## src/rtl/incubator_ctrl_param_if.sv

```systemverilog
// incubator_ctrl_param_if: sensor/command inputs and actuator/status outputs of the incubator controller
interface incubator_ctrl_param_if #(
  parameter int SW    = 8,
  parameter int FAN_W = 4
);
  logic signed [SW-1:0] sensor;
  logic                 sensor_valid;
  logic                 alarm_clr;
  logic                 heater;
  logic                 cooler;
  logic [FAN_W-1:0]     fan;
  logic [2:0]           state_o;
  logic                 alarm;
  modport master (
    output sensor, sensor_valid, alarm_clr,
    input  heater, cooler, fan, state_o, alarm
  );
  modport slave (
    input  sensor, sensor_valid, alarm_clr,
    output heater, cooler, fan, state_o, alarm
  );
endinterface

```

## src/rtl/incubator_ctrl_param.sv

```systemverilog
// incubator_ctrl_param: parametrised hysteresis heater/cooler/fan FSM with dwell debounce, sticky alarm; FAN_RAMP_EN enables fan ramping
module incubator_ctrl_param #(
  parameter int SW        = 8,
  parameter int FAN_W     = 4,
  parameter int HEAT_ON   = 15,
  parameter int HEAT_OFF  = 30,
  parameter int COOL_ON   = 35,
  parameter int COOL_OFF  = 25,
  parameter int FAN1_ON   = 38,
  parameter int FAN1_OFF  = 33,
  parameter int FAN2_ON   = 40,
  parameter int FAN2_OFF  = 35,
  parameter int FAN3_ON   = 45,
  parameter int FAN3_OFF  = 40,
  parameter int FAN_L1    = 4,
  parameter int FAN_L2    = 6,
  parameter int FAN_L3    = 8,
  parameter int DWELL     = 3,
  parameter int ALARM_HI  = 50,
  parameter int ALARM_LO  = 5,
  parameter int ALARM_CYC = 4,
  parameter int RAMP_DIV  = 2
) (
  input logic                   clk,
  input logic                   rst,
  incubator_ctrl_param_if.slave bus
);
  typedef enum logic [2:0] {IDLE = 3'd0, HEAT, COOL, FAN1, FAN2, FAN3, BAD6, NONE} state_t;
  localparam int DW = $clog2(DWELL + 1);
  localparam int AW = $clog2(ALARM_CYC + 1);
  localparam logic signed [SW-1:0] T_HEAT_ON  = SW'(HEAT_ON);
  localparam logic signed [SW-1:0] T_HEAT_OFF = SW'(HEAT_OFF);
  localparam logic signed [SW-1:0] T_COOL_ON  = SW'(COOL_ON);
  localparam logic signed [SW-1:0] T_COOL_OFF = SW'(COOL_OFF);
  localparam logic signed [SW-1:0] T_FAN1_ON  = SW'(FAN1_ON);
  localparam logic signed [SW-1:0] T_FAN1_OFF = SW'(FAN1_OFF);
  localparam logic signed [SW-1:0] T_FAN2_ON  = SW'(FAN2_ON);
  localparam logic signed [SW-1:0] T_FAN2_OFF = SW'(FAN2_OFF);
  localparam logic signed [SW-1:0] T_FAN3_ON  = SW'(FAN3_ON);
  localparam logic signed [SW-1:0] T_FAN3_OFF = SW'(FAN3_OFF);
  localparam logic signed [SW-1:0] T_ALARM_HI = SW'(ALARM_HI);
  localparam logic signed [SW-1:0] T_ALARM_LO = SW'(ALARM_LO);
  if (DWELL < 1 || ALARM_CYC < 1 || RAMP_DIV < 1) begin : g_bad_cfg
    $error("incubator_ctrl_param: DWELL, ALARM_CYC and RAMP_DIV must be >= 1");
  end
  state_t               state_q, state_d, cand, prev_q, prev_d;
  logic [DW-1:0]        dcnt_q, dcnt_d, dcnt_n;
  logic [AW-1:0]        acnt_q, acnt_d, acnt_n;
  logic                 alarm_q, alarm_d, heater_q, cooler_q, oor;
  logic [FAN_W-1:0]     fan_q, tgt;
  logic signed [SW-1:0] s;
  assign s = bus.sensor;
  // where the current sample pushes the FSM; NONE while it sits inside the hysteresis band
  always_comb begin
    cand = NONE;
    case (state_q)
      IDLE: cand = (s < T_HEAT_ON) ? HEAT : (s > T_COOL_ON) ? COOL : NONE;
      HEAT: cand = (s > T_HEAT_OFF) ? IDLE : NONE;
      COOL: cand = (s < T_COOL_OFF) ? IDLE : (s > T_FAN1_ON) ? FAN1 : NONE;
      FAN1: cand = (s > T_FAN2_ON) ? FAN2 : (s < T_FAN1_OFF) ? COOL : NONE;
      FAN2: cand = (s > T_FAN3_ON) ? FAN3 : (s < T_FAN2_OFF) ? FAN1 : NONE;
      FAN3: cand = (s < T_FAN3_OFF) ? FAN2 : NONE;
      default: cand = NONE;
    endcase
  end
  // a move is taken only after DWELL consecutive valid samples agree on the same target
  always_comb begin
    state_d = state_q;
    dcnt_d  = dcnt_q;
    prev_d  = prev_q;
    dcnt_n  = (cand == prev_q) ? ((dcnt_q == '1) ? dcnt_q : dcnt_q + 1'b1) : DW'(1);
    if (state_q == BAD6 || state_q == NONE) begin
      state_d = IDLE;
      dcnt_d  = '0;
      prev_d  = NONE;
    end else if (bus.sensor_valid) begin
      if (cand == NONE) begin
        dcnt_d = '0;
        prev_d = NONE;
      end else if (dcnt_n >= DW'(DWELL)) begin
        state_d = cand;
        dcnt_d  = '0;
        prev_d  = NONE;
      end else begin
        dcnt_d = dcnt_n;
        prev_d = cand;
      end
    end
  end
  // alarm counts consecutive valid out-of-range samples; a clear pulse beats a coincident raise
  always_comb begin
    oor     = (s > T_ALARM_HI) || (s < T_ALARM_LO);
    acnt_n  = !bus.sensor_valid ? acnt_q : !oor ? '0 : (acnt_q >= AW'(ALARM_CYC)) ? acnt_q : acnt_q + 1'b1;
    acnt_d  = bus.alarm_clr ? '0 : acnt_n;
    alarm_d = bus.alarm_clr ? 1'b0 : (alarm_q || acnt_n >= AW'(ALARM_CYC));
  end
  assign tgt = (state_d == FAN1) ? FAN_W'(FAN_L1) :
               (state_d == FAN2) ? FAN_W'(FAN_L2) :
               (state_d == FAN3) ? FAN_W'(FAN_L3) : '0;
  // state, counters and heater/cooler/alarm outputs, decoded from the next state
  always_ff @(posedge clk or posedge rst) begin
    if (rst) begin
      state_q  <= IDLE;
      prev_q   <= NONE;
      dcnt_q   <= '0;
      acnt_q   <= '0;
      alarm_q  <= 1'b0;
      heater_q <= 1'b0;
      cooler_q <= 1'b0;
    end else begin
      state_q  <= state_d;
      prev_q   <= prev_d;
      dcnt_q   <= dcnt_d;
      acnt_q   <= acnt_d;
      alarm_q  <= alarm_d;
      heater_q <= (state_d == HEAT);
      cooler_q <= (state_d == COOL) || (state_d == FAN1) || (state_d == FAN2) || (state_d == FAN3);
    end
  end
`ifdef FAN_RAMP_EN
  localparam int RW = $clog2(RAMP_DIV + 1);
  logic [RW-1:0] rdiv_q;
  // fan creeps one level every RAMP_DIV cycles toward the level of the state in force
  always_ff @(posedge clk or posedge rst) begin
    if (rst) begin
      fan_q  <= '0;
      rdiv_q <= '0;
    end else if (fan_q == tgt) begin
      rdiv_q <= '0;
    end else if (rdiv_q >= RW'(RAMP_DIV - 1)) begin
      rdiv_q <= '0;
      fan_q  <= (fan_q < tgt) ? fan_q + 1'b1 : fan_q - 1'b1;
    end else begin
      rdiv_q <= rdiv_q + 1'b1;
    end
  end
`else
  // fan jumps straight to the level of the state being entered
  always_ff @(posedge clk or posedge rst) begin
    if (rst) fan_q <= '0;
    else fan_q <= tgt;
  end
`endif
  assign bus.heater  = heater_q;
  assign bus.cooler  = cooler_q;
  assign bus.fan     = fan_q;
  assign bus.state_o = state_q;
  assign bus.alarm   = alarm_q;
endmodule
```

## src/flat_wrapper.sv

```systemverilog
// flat-port wrapper written by rule: the top's interface ports become plain ports
module incubator_ctrl_param_flat 
#(
  parameter int SW        = 8,
  parameter int FAN_W     = 4,
  parameter int HEAT_ON   = 15,
  parameter int HEAT_OFF  = 30,
  parameter int COOL_ON   = 35,
  parameter int COOL_OFF  = 25,
  parameter int FAN1_ON   = 38,
  parameter int FAN1_OFF  = 33,
  parameter int FAN2_ON   = 40,
  parameter int FAN2_OFF  = 35,
  parameter int FAN3_ON   = 45,
  parameter int FAN3_OFF  = 40,
  parameter int FAN_L1    = 4,
  parameter int FAN_L2    = 6,
  parameter int FAN_L3    = 8,
  parameter int DWELL     = 3,
  parameter int ALARM_HI  = 50,
  parameter int ALARM_LO  = 5,
  parameter int ALARM_CYC = 4,
  parameter int RAMP_DIV  = 2
)
  (clk, rst, bus_sensor, bus_sensor_valid, bus_alarm_clr, bus_heater, bus_cooler, bus_fan, bus_state_o, bus_alarm);
  incubator_ctrl_param_if #(.SW(SW), .FAN_W(FAN_W)) bus_i ();
  input logic clk;
  input logic rst;
  input wire logic [$bits(bus_i.sensor)-1:0] bus_sensor;
  input wire logic [$bits(bus_i.sensor_valid)-1:0] bus_sensor_valid;
  input wire logic [$bits(bus_i.alarm_clr)-1:0] bus_alarm_clr;
  output wire logic [$bits(bus_i.heater)-1:0] bus_heater;
  output wire logic [$bits(bus_i.cooler)-1:0] bus_cooler;
  output wire logic [$bits(bus_i.fan)-1:0] bus_fan;
  output wire logic [$bits(bus_i.state_o)-1:0] bus_state_o;
  output wire logic [$bits(bus_i.alarm)-1:0] bus_alarm;
  assign bus_i.sensor = bus_sensor;
  assign bus_i.sensor_valid = bus_sensor_valid;
  assign bus_i.alarm_clr = bus_alarm_clr;
  assign bus_heater = bus_i.heater;
  assign bus_cooler = bus_i.cooler;
  assign bus_fan = bus_i.fan;
  assign bus_state_o = bus_i.state_o;
  assign bus_alarm = bus_i.alarm;
  incubator_ctrl_param #(.SW(SW), .FAN_W(FAN_W), .HEAT_ON(HEAT_ON), .HEAT_OFF(HEAT_OFF), .COOL_ON(COOL_ON), .COOL_OFF(COOL_OFF), .FAN1_ON(FAN1_ON), .FAN1_OFF(FAN1_OFF), .FAN2_ON(FAN2_ON), .FAN2_OFF(FAN2_OFF), .FAN3_ON(FAN3_ON), .FAN3_OFF(FAN3_OFF), .FAN_L1(FAN_L1), .FAN_L2(FAN_L2), .FAN_L3(FAN_L3), .DWELL(DWELL), .ALARM_HI(ALARM_HI), .ALARM_LO(ALARM_LO), .ALARM_CYC(ALARM_CYC), .RAMP_DIV(RAMP_DIV)) u_core (.clk(clk), .rst(rst), .bus(bus_i));
endmodule
```

## config.mk

```make
export PLATFORM = sky130hd
export DESIGN_NAME = incubator_ctrl_param_flat
export DESIGN_NICKNAME = d
export VERILOG_FILES = /design/src/rtl/incubator_ctrl_param_if.sv /design/src/rtl/incubator_ctrl_param.sv /design/src/flat_wrapper.sv
export SDC_FILE = /design/constraint.sdc
export NUM_CORES = 1
export LEC_CHECK = 0
export ABC_AREA = 1
export CELL_PAD_IN_SITES_DETAIL_PLACEMENT = 1
export CELL_PAD_IN_SITES_GLOBAL_PLACEMENT = 1
export CORE_ASPECT_RATIO = 0.9
export CORE_MARGIN = 2
export CORE_UTILIZATION = 35
export DETAILED_ROUTE_END_ITERATION = 12
export GPL_ROUTABILITY_DRIVEN = 0
export GPL_TIMING_DRIVEN = 0
export PLACE_DENSITY = 0.82
export REMOVE_ABC_BUFFERS = 1
export SKIP_CTS_REPAIR_TIMING = 1
export SYNTH_ARGS = -nofsm -noshare
export SYNTH_HDL_FRONTEND = slang
export SYNTH_SLANG_ARGS = --single-unit
```

## constraint.sdc

```tcl
create_clock -name clk -period 5.9 [get_ports clk]
set_clock_uncertainty 0.15 [all_clocks]
set_input_delay 0.885 -clock clk [delete_from_list [all_inputs] [get_ports clk]]
set_output_delay 0.885 -clock clk [all_outputs]
set_load 0.02 [all_outputs]
```

==> out/metrics.yaml <==
max_cap_violations: 0
vias: 1466
grt.total_usage: 0.1730
p_total_uw: 709.2
path_clk_slew_ns: 0.07
start_util: 0.3661
rows: 22
wl_per_cell_um: 11.98
reg2reg_from: "u_core.bus.state_o[1]$_DFF_PP0_"
fmax_ghz: 0.3076
cp_num_buf_inv: 3
internal_power_uw: 366.9
drcViolationCount: 0
final_cell_mix: "nand2_1 (74), inv_1 (38), nor2_1 (32)"
grt_max_degree: 18
drtIter0Drc: 26
core_area_um2: 4074
numCtsBuffers: 3
crit_top_cell: "nand2_2"
n_antenna_cell: 0
start_kind: "input pin"
slowest_stage: "clkdlybuf4s50_1"
synth-seq-cells: 17
slew_violations: 0
setup_viol: 0
fin_crit_sh: 0.5509
ant_nets: 0
htree_levels: 1
period_minus_slack_ns: 3.251
wl_um: 3738
end_kind: "flop"
slew_headroom: 0.5709
ir_worst_vdd_mv: 0.1224
synth_warnings: 0
final_nets: 279
final_cells: 312
rrSetupSlack_ns: 3.46
avgSynthCellArea_um2: 6.189
synth_cell_type_count: 26
ys_seq_area_frac: 0.2878
cts.path.max_buffers: 2
finalHoldViolCount: 0
dp_cells: 308
grt_pass1_vias: 1500
mostFrequentLayoutCell: "nand2_1"
crit_family: "simple AND/OR/NAND/NOR gates"
switching_share: 0.4826
critical_path_class: "in2reg"
clock_sinks: 17
die_x_um: 72.81
synth_area_um2: 1491
startpoint: "bus_sensor[5]"
fin_tns_setup_ns: 0
hold_class: "reg2reg"
grt_overflow_total: 0
cp_max_fo: 7
antenna_found_initial: 0
via_per_inst: 4.699
dp_hpwl_um: 3197
clock_latency_ns: 0.25
root_buffer: "clkbuf_8"
switchingPower_uw: 342.3
p_per_area_nw_per_um2: 395.5
syn_to_final_growth_pct: 20.22
synthCells: 241
drive_above_1_share: 0.1553
p_leak_uw: 0.0009763
pwr-share-seq: 0.269
drt_pass1_iterations: 4
status: "finished clean"
power_frac_comb: 0.606
grt_pass1_wl_um: 6582
die_y_um: 65.93
worst_pin_slew_ns: 0.6430
path_cells: "clkdlybuf4s50_1, inv_2, o21ai_1, nand3_1, nand2_1, inv_1, nor2_2, nand2_2, nand2_2, nand2_2, nand2_2, nand4_2, nand2_2, nand3_1, nand2_1, nand2_1"
rsz0062_at_grt: "no"
required_ns: 5.89
dieArea_um2: 4800
hp-start: "u_core.bus.alarm$_DFF_PP0_"
cts_tree: "yes"
io_buffers: 20
clkPwrFrac: 0.125
cpPeakStageDelay_ns: 0.63
ios: 22
worst_ep_arrival_time_ns: 3.24
## layout make-up
class                   instances  area (µm²)
fillers                       545        2281
multi-input cells             181       897.1
flip-flops and latches         17       429.2
repair buffers                 20       200.2
inverters                      42       157.7
well taps                      48       60.06
clock buffers                   3       41.29
clock inverters                 1       7.507
## per-layer routing
layer	global-route usage	part of all wire	up-vias
met4	0.006944	0	0
met2	0.2818	0.45	17
met3	0.03506	0.031	0
li1	-	-	781
met5	0	0	-
met1	0.2484	0.52	668
## synthesized netlist by cell type
cell type   n  area (µm²)
buf_4       1       7.510
a22oi_1     2       15.01
nand2_4     1       11.26
o211ai_1    1       7.510
a21oi_1     4       20.02
a21oi_4     1       16.27
o21ai_0     4       20.02
o21ai_1     3       15.01
xor2_1      1       8.760
conb_1      1       3.750
nor2_4      6       67.56
nor2_1     32       120.1
o2111ai_1   1       8.760
nand2_2    13       81.33
nand4_2     1       12.51
nand2_1    74       277.8
nand4_1     2       12.51
dfstp_2     3       78.83
nor3_1      2       10.01
inv_2       4       15.01
ha_1        2       25.02
nor2_2      7       43.79
dfrtp_1    14       350.3
nand3_1    22       110.1
inv_1      38       142.6
nand3_2     1       10.01
## metrics by stage
step	hold WS [ns]	cell area (µm²)	utilization	worst slack, ns
3_3_place_gp	0.3286	1744	0.4281	2.453
5_1_grt	0.3915	1793	0.4401	2.387
3_5_place_dp	0.3342	1744	0.4281	2.390
4_1_cts	0.3549	1793	0.4401	2.646
6_report	0.3500	1793	0.4401	2.649
2_1_floorplan	0.3218	1484	-	3.351
## registers in the layout (all words and copies together) (netlist names)
name,count
u_core.prev_q,3
u_core.bus.heater,1
u_core.bus.alarm,1
u_core.bus.state_o,3
u_core.bus.fan,3
u_core.acnt_q,3
u_core.bus.cooler,1
u_core.dcnt_q,2
## power by group through the flow
stage,Sequential [µW],Clock [µW],Combinational (µW)
4_1_cts,191,91.6,438
6_report,190,88.7,430
2_1_floorplan,209,0,299
3_3_place_gp,191,0,424
3_5_place_dp,193,0,435
5_1_grt,197,96.9,490
## path summary, 6_finish.rpt
| kind | to | depth (start not counted) |
|---|---|---|
| worst max register to register | u_core.bus.fan[2]$_DFF_PP0_ | 19 |
| max in group asynchronous | u_core.dcnt_q[1]$_DFFE_PP0P_ | 2 |
| worst max-delay path | u_core.bus.fan[2]$_DFF_PP0_ | 16 |
| worst min register to register | u_core.bus.alarm$_DFF_PP0_ | 2 |
| worst min-delay path | u_core.bus.alarm$_DFF_PP0_ | 2 |
| min in group asynchronous | u_core.acnt_q[2]$_DFF_PP0_ | 2 |
## tightest hold or removal path, cell delays in order (launching register included)
cell and delay (ns):
dfrtp_1 0.36, nand2_1 0.05, o21ai_0 0.06
## cell families (layout without fill, tap and decap cells)
logic type	count (synthesis)	in the layout	synth area share
buffers and inverters	43	66	0.1107
AND/OR/NAND/NOR	161	161	0.5076
XOR/XNOR	1	1	0.005874
AO/OA/AOI/OAI	16	16	0.06879
adder cells (fa/ha/maj)	2	2	0.01678
flip-flops	17	17	0.2878
other	1	1	0.002514
No activity file was read; power rests on OpenSTA's default activity.
